$ cat config.mk
export PLATFORM = sky130hd
export DESIGN_NAME = chacha_stream_xor
export DESIGN_NICKNAME = d
export VERILOG_FILES = /design/src/rtl/chacha_stream_xor.sv
export SDC_FILE = /design/constraint.sdc
export NUM_CORES = 2
export LEC_CHECK = 0
export ABC_AREA = 1
export BUFFER_PORTS_ARGS = -buffer_cell sky130_fd_sc_hd__buf_2
export CORE_AREA = 2 2 527 529
export DETAILED_ROUTE_END_ITERATION = 10
export DIE_AREA = 0 0 529 531
export PLACE_DENSITY = 0.42
export SLEW_MARGIN = 0
export SYNTH_ARGS = -nofsm -noshare
export SYNTH_HDL_FRONTEND = slang
export SYNTH_SLANG_ARGS = --single-unit
$ cat constraint.sdc
create_clock -name clk -period 2.8 [get_ports clk]
set_input_delay 0.28 -clock clk [delete_from_list [all_inputs] [get_ports clk]]
set_output_delay 0.28 -clock clk [all_outputs]
set_load 0.005 [all_outputs]
$ cat src/rtl/chacha_stream_xor.sv
// chacha_stream_xor: drives chacha_core and XORs each 512-bit keystream block word-by-word onto a 32-bit stream.
// Build macro CHACHA_PREFETCH_EN adds a spare block buffer so the next block is fetched while the current one streams.
module chacha_stream_xor #(
    parameter int WORDS_PER_BLK = 16
) (
    input  logic         clk,
    input  logic         rst,
    input  logic         start,
    input  logic [255:0] key,
    input  logic [63:0]  iv,
    input  logic [63:0]  ctr0,
    output logic         busy,
    output logic         done,
    output logic         err_wrap,
    input  logic         in_valid,
    output logic         in_ready,
    input  logic [31:0]  in_data,
    input  logic         in_last,
    output logic         out_valid,
    input  logic         out_ready,
    output logic [31:0]  out_data,
    output logic         out_last,
    output logic         core_init,
    output logic         core_next,
    output logic [255:0] core_key,
    output logic [63:0]  core_iv,
    output logic [63:0]  core_ctr,
    input  logic         core_ready,
    input  logic [511:0] core_block,
    input  logic         core_block_valid,
    output logic [2:0]   dbg_state
);
    localparam logic [2:0] S_IDLE     = 3'd0;
    localparam logic [2:0] S_REQ      = 3'd1;
    localparam logic [2:0] S_WAIT_BLK = 3'd2;
    localparam logic [2:0] S_STREAM   = 3'd3;
    localparam logic [2:0] S_DRAIN    = 3'd4;
    localparam logic [3:0] LAST_IDX   = 4'(WORDS_PER_BLK - 1);

    logic [2:0]   state_q, state_d;
    logic [3:0]   idx_q, idx_d;
    logic [63:0]  blk_cnt_q, blk_cnt_d;
    logic [511:0] ks_q, ks_d;
    logic         first_q, first_d, cbv_q;
    logic         busy_q, busy_d, done_q, done_d, err_q, err_d;
    logic         ov_q, ov_d, ol_q, ol_d;
    logic [31:0]  od_q, od_d, ks_word;
    logic         init_q, init_d, next_q, next_d;
    logic [255:0] key_q, key_d;
    logic [63:0]  iv_q, iv_d, ctr_q, ctr_d;
    logic         accept, blk_edge;
`ifdef CHACHA_PREFETCH_EN
    logic [511:0] spare_q, spare_d;
    logic         pf_pend_q, pf_pend_d, pf_have_q, pf_have_d;
`endif

    // Both streams use valid/ready: a word moves on a cycle where valid & ready are both high;
    // out_valid/out_data/out_last hold steady until out_ready, and in_ready never depends on in_valid.
    assign in_ready  = (state_q == S_STREAM) && (!ov_q || out_ready);
    assign accept    = in_valid && in_ready;
    assign blk_edge  = core_block_valid && !cbv_q;

    assign busy      = busy_q;
    assign done      = done_q;
    assign err_wrap  = err_q;
    assign out_valid = ov_q;
    assign out_data  = od_q;
    assign out_last  = ol_q;
    assign core_init = init_q;
    assign core_next = next_q;
    assign core_key  = key_q;
    assign core_iv   = iv_q;
    assign core_ctr  = ctr_q;
    assign dbg_state = state_q;

    // Word 0 is the most significant word of the block.
    always_comb begin
        ks_word = '0;
        for (int w = 0; w < 16; w++) begin
            if (idx_q == 4'(w)) ks_word = ks_q[511 - 32*w -: 32];
        end
    end

    always_comb begin
        state_d   = state_q;
        idx_d     = idx_q;
        blk_cnt_d = blk_cnt_q;
        ks_d      = ks_q;
        first_d   = first_q;
        busy_d    = busy_q;
        done_d    = 1'b0;
        err_d     = err_q;
        ov_d      = ov_q;
        od_d      = od_q;
        ol_d      = ol_q;
        init_d    = 1'b0;
        next_d    = 1'b0;
        key_d     = key_q;
        iv_d      = iv_q;
        ctr_d     = ctr_q;
`ifdef CHACHA_PREFETCH_EN
        spare_d   = spare_q;
        pf_pend_d = pf_pend_q;
        pf_have_d = pf_have_q;
`endif
        if (ov_q && out_ready) ov_d = 1'b0;

        case (state_q)
            S_IDLE: begin
                if (start) begin
                    key_d     = key;
                    iv_d      = iv;
                    ctr_d     = ctr0;
                    blk_cnt_d = ctr0;
                    busy_d    = 1'b1;
                    err_d     = 1'b0;
                    first_d   = 1'b1;
                    state_d   = S_REQ;
                end
            end
            S_REQ: begin
                if (core_ready) begin
                    init_d  = first_q;
                    next_d  = !first_q;
                    first_d = 1'b0;
                    state_d = S_WAIT_BLK;
                end
            end
            S_WAIT_BLK: begin
                if (blk_edge) begin
                    ks_d    = core_block;
                    idx_d   = '0;
                    state_d = S_STREAM;
                end
            end
            S_STREAM: begin
`ifdef CHACHA_PREFETCH_EN
                if (pf_pend_q && blk_edge) begin
                    spare_d   = core_block;
                    pf_have_d = 1'b1;
                    pf_pend_d = 1'b0;
                end
                if (idx_q == '0 && !pf_pend_q && !pf_have_q && core_ready && !(accept && in_last)) begin
                    next_d    = 1'b1;
                    pf_pend_d = 1'b1;
                end
`endif
                if (accept) begin
                    od_d = in_data ^ ks_word;
                    ol_d = in_last;
                    ov_d = 1'b1;
                    if (in_last) begin
                        state_d = S_DRAIN;
`ifdef CHACHA_PREFETCH_EN
                        pf_have_d = 1'b0;
                        pf_pend_d = 1'b0;
`endif
                    end else if (idx_q == LAST_IDX) begin
                        if (blk_cnt_q == '1) begin
                            err_d   = 1'b1;
                            state_d = S_DRAIN;
`ifdef CHACHA_PREFETCH_EN
                            pf_have_d = 1'b0;
                            pf_pend_d = 1'b0;
`endif
                        end else begin
                            blk_cnt_d = blk_cnt_q + 64'd1;
                            idx_d     = '0;
`ifdef CHACHA_PREFETCH_EN
                            // A block landing this very cycle is taken straight from the core bus.
                            pf_have_d = 1'b0;
                            pf_pend_d = 1'b0;
                            if (pf_have_q) ks_d = spare_q;
                            else if (pf_pend_q && blk_edge) ks_d = core_block;
                            else if (pf_pend_q) state_d = S_WAIT_BLK;
                            else state_d = S_REQ;
`else
                            state_d = S_REQ;
`endif
                        end
                    end else begin
                        idx_d = idx_q + 4'd1;
                    end
                end
            end
            S_DRAIN: begin
                if (!ov_q || out_ready) begin
                    ov_d    = 1'b0;
                    done_d  = !err_q;
                    busy_d  = 1'b0;
                    state_d = S_IDLE;
                end
            end
            default: state_d = S_IDLE;
        endcase
    end

    always_ff @(posedge clk) begin
        if (rst) begin
            state_q   <= S_IDLE;
            idx_q     <= '0;
            blk_cnt_q <= '0;
            ks_q      <= '0;
            first_q   <= 1'b0;
            cbv_q     <= 1'b0;
            busy_q    <= 1'b0;
            done_q    <= 1'b0;
            err_q     <= 1'b0;
            ov_q      <= 1'b0;
            od_q      <= '0;
            ol_q      <= 1'b0;
            init_q    <= 1'b0;
            next_q    <= 1'b0;
            key_q     <= '0;
            iv_q      <= '0;
            ctr_q     <= '0;
`ifdef CHACHA_PREFETCH_EN
            spare_q   <= '0;
            pf_pend_q <= 1'b0;
            pf_have_q <= 1'b0;
`endif
        end else begin
            state_q   <= state_d;
            idx_q     <= idx_d;
            blk_cnt_q <= blk_cnt_d;
            ks_q      <= ks_d;
            first_q   <= first_d;
            cbv_q     <= core_block_valid;
            busy_q    <= busy_d;
            done_q    <= done_d;
            err_q     <= err_d;
            ov_q      <= ov_d;
            od_q      <= od_d;
            ol_q      <= ol_d;
            init_q    <= init_d;
            next_q    <= next_d;
            key_q     <= key_d;
            iv_q      <= iv_d;
            ctr_q     <= ctr_d;
`ifdef CHACHA_PREFETCH_EN
            spare_q   <= spare_d;
            pf_pend_q <= pf_pend_d;
            pf_have_q <= pf_have_d;
`endif
        end
    end
endmodule
==> results.py <==
metrics = {
    "cts": {
        "cts_buffer_depth": 4,
        "cts_buffers": 141,
        "clock_latency_ns": 0.83,
        "cts_max_level": 4,
        "cts_tree": "built",
        "numClockSinks": 1008,
        "root_buffer": "clkbuf_16",
        "clkTransAtPathRegs_ns": 0.06,
    },
    "synth": {
        "yosysSeqAreaShare": 0.474,
        "yosys.area.top_type": "dfxtp_1",
        "netlist_area_sq_mm": 0.0425,
        "synth-seq-cells": 1008,
        "synthTopCellsByArea": "dfxtp_1 47%, nor2_1 14%, o21ai_0 13%, nand2_1 5.9%, a21oi_1 5.1%",
        "async_flop_share": 0,
        "yosysUniqueCellTypes": 44,
        "synth_ff_type": "dfxtp_1",
        "synth_common_cells": "1,532 x nor2_1, 1,065 x o21ai_0, 1,008 x dfxtp_1, 673 x nand2_1, 436 x inv_1",
        "synth_most_common_cell": "nor2_1",
        "synth_warnings": 0,
        "syn_nets": 7048,
        "synth_edf_count": 0,
        "yosysTopAreaCellShare": 0.474,
        "synth_cells": 6107,
        "syn_avg_cell_area_sq_um": 6.97,
    },
    "setup_path": {
        "cp.arrival_ns": 3.42,
        "startpoint_type": "flop",
        "slowest_stage": "dfxtp_4",
        "setup.worst_path.start": "blk_cnt_q[0]",
        "cp_slowest_stage_delay_ns": 0.38,
        "reg2reg_to": "blk_cnt_q[4]",
        "cp.depth": 19,
        "rr_startpoint": "blk_cnt_q[0]",
        "path_max_fanout": 5,
        "r2r_setup_slack_ns": 0.09,
        "endpoint": "blk_cnt_q[4]",
        "crit_chain": "ha_4 > nand2_4 > nor2_4 > nand2_2 > nor2_4 > nand3_2 > nor2_4 > nand2_4 > nor2_8 > nand3_4 > nor2_4 > nand3_4 > nor2_4 > nand2_4 > nand2_8 > buf_8 > buf_12 > nor2_1 > a211oi_2",
        "reg2reg_depth": 19,
        "crit_family": "simple AND/OR/NAND/NOR gates",
        "crit_required_ns": 3.51,
        "path_buf_inv": 2,
        "cp_common_cell": "nor2_4",
        "crit_type": "flop to flop",
        "end_kind": "flop",
    },
    "routing": {
        "drt_iter0_drc": 3967,
        "wl_per_cell_um": 24.8,
        "vias": 52059,
        "via_per_inst": 4.27,
        "wl_um": 302000,
        "drc": 0,
        "ant_nets": 0,
        "drt_pre_antenna_iters": 7,
    },
    "global_routing": {
        "grt_max_degree": 152,
        "grt_pass1_wl_um": 403000,
        "grt_use_total": 0.202,
        "grtUsageMet1": 0.236,
        "grt_pass1_vias": 51299,
        "overflow": 0,
        "antenna_found_initial": 73,
        "busiest_layer": "met2",
        "use_met2": 0.342,
        "grt_use_met3": 0.0552,
    },
    "finish": {
        "layout.nets": 9388,
        "final_core_util": 0.259,
        "areaGrowthSynthToFinish_pct": 67.4,
        "drive_above_1_share": 0.267,
        "finalNonFillerCells": 12178,
        "fin_area_sq_mm": 0.0712,
        "fill_cells": 30408,
    },
    "placed_design": {
        "placed_cell_area_sq_mm": 0.0551,
        "dpl.cell_count": 10932,
        "routabilityCongestion": 0.938,
        "dp_hpwl_um": 237000,
        "io_buffers": 1362,
        "dp_slack_ns": -0.705,
    },
    "run": {
        "maxCapViolations": 0,
    },
    "die": {
        "die_x_um": 529,
        "start_util": 0.155,
        "die_area_sq_mm": 0.281,
        "fp.dieH_um": 531,
        "num_rows": 193,
        "core_sq_mm": 0.275,
        "ioPinCount": 1363,
    },
    "timing": {
        "tightest_slew_ns": 0.870,
        "setup_slack_ns": 0.0917,
        "grt_setup_unrepaired": "yes",
        "final-setup-viol-count": 0,
        "fin_tns_setup_ns": 0,
        "drv_slew": 0,
        "fmax_mhz": 369,
        "period_needed_ns": 2.71,
        "holdWs_ns": 0.0550,
        "slew_headroom": 0.420,
        "finalHoldViolCount": 0,
        "finClkSkew_ns": 0.0584,
        "finalCritPeriodShare": 0.967,
    },
    "pwr": {
        "vdd_drop_max_mv": 0.451,
        "finalPower_mw": 58.6,
        "cellLeakagePower_nw": 30.6,
        "power_density_mw_per_mm2": 823,
    },
    "run_status": {
        "status": "finished, final reports clean",
    },
    "worst_hold_path": {
        "hp-class": "input port to flop",
    },
}
-- logic make-up after synthesis --
logic type	share of synthesized area
AND/OR/NAND/NOR	0.242
AO/OA/AOI/OAI	0.192
flip-flops	0.474
buffers and inverters	0.0800
XOR/XNOR	0.00988
adder cells (fa/ha/maj)	0.00147
-- layout make-up --
cell class,count,area [sq um],share of cell area
Inverter,446,1720,0.0241
Timing Repair Buffer,2632,19800,0.278
Clock inverter,40,455,0.00640
Multi-Input combinational cell,4218,20500,0.287
Sequential cell,1008,20200,0.284
Antenna cell,31,77.6,0.00109
Clock buffer,196,4000,0.0561
Tap cell,3607,4510,0.0634
-- timing repair --
item,in CTS,in global routing
resized for setup,143,280
hold buffers,932,1
endpoints found under the hold margin,994,1
setup endpoints to repair,72,100
pin swaps,19,78
cloned,1,20
setup buffers,6,21
-- flip-flops by register name, indices dropped and copies added, names as in the netlist, 3 cells and up --
name       cells
blk_cnt_q     64
core_ctr      64
ks_q         512
core_key     256
out_data      32
idx_q          4
dbg_state      3
core_iv       64
-- where the power goes --
part           leakage, nW  internal [mW]  switching [mW]
registers             8.25           17.4            2.01
clock network         2.17           10.6            7.35
logic                 20.2           7.96            13.3
total                 30.6           36.0            22.6
-- layer usage --
metal	vias up	wire, um
li1	24423	-
met1	24835	119000
met2	2220	141000
met3	577	24100
met4	4	17100
met5	-	25
-- how the worst min path moves through the flow --
stage,start,to,slack [ns],cells after the start
after floorplan,core_block_valid,cbv_q,0.40,2
after global placement,ks_q[238],ks_q[238],0.44,2
after detailed placement,ks_q[2],ks_q[2],0.45,2
after CTS,core_block[288],ks_q[288],0.003,3
after global routing,core_block[288],ks_q[288],0.03,3
final,core_block[288],ks_q[288],0.06,3
-- worst register-to-register path, cell delays in order, from the launching register on --
cell	delay, ns
dfxtp_4	0.38
ha_4	0.15
nand2_4	0.06
nor2_4	0.10
nand2_2	0.09
nor2_4	0.14
nand3_2	0.10
nor2_4	0.16
nand2_4	0.09
nor2_8	0.10
nand3_4	0.10
nor2_4	0.15
nand3_4	0.10
nor2_4	0.14
nand2_4	0.11
nand2_8	0.17
buf_8	0.15
buf_12	0.13
nor2_1	0.05
a211oi_2	0.15
-- cells in the final DEF, fill, tap and decap left out, types with 40 or more instances in the layout --
cell type and n:
a21oi_1 429, buf_12 61, buf_2 1361, buf_4 245, clkbuf_16 156, dfxtp_1 997
dlygate4sd3_1 933, inv_1 426, nand2_1 564, nand2_2 106, nand3_1 124, nand3_2 73
nand4_1 47, nor2_1 1508, o21ai_0 1029, o21ai_1 44, xor2_1 40
Note: power is estimated with default switching activity, not from simulation.
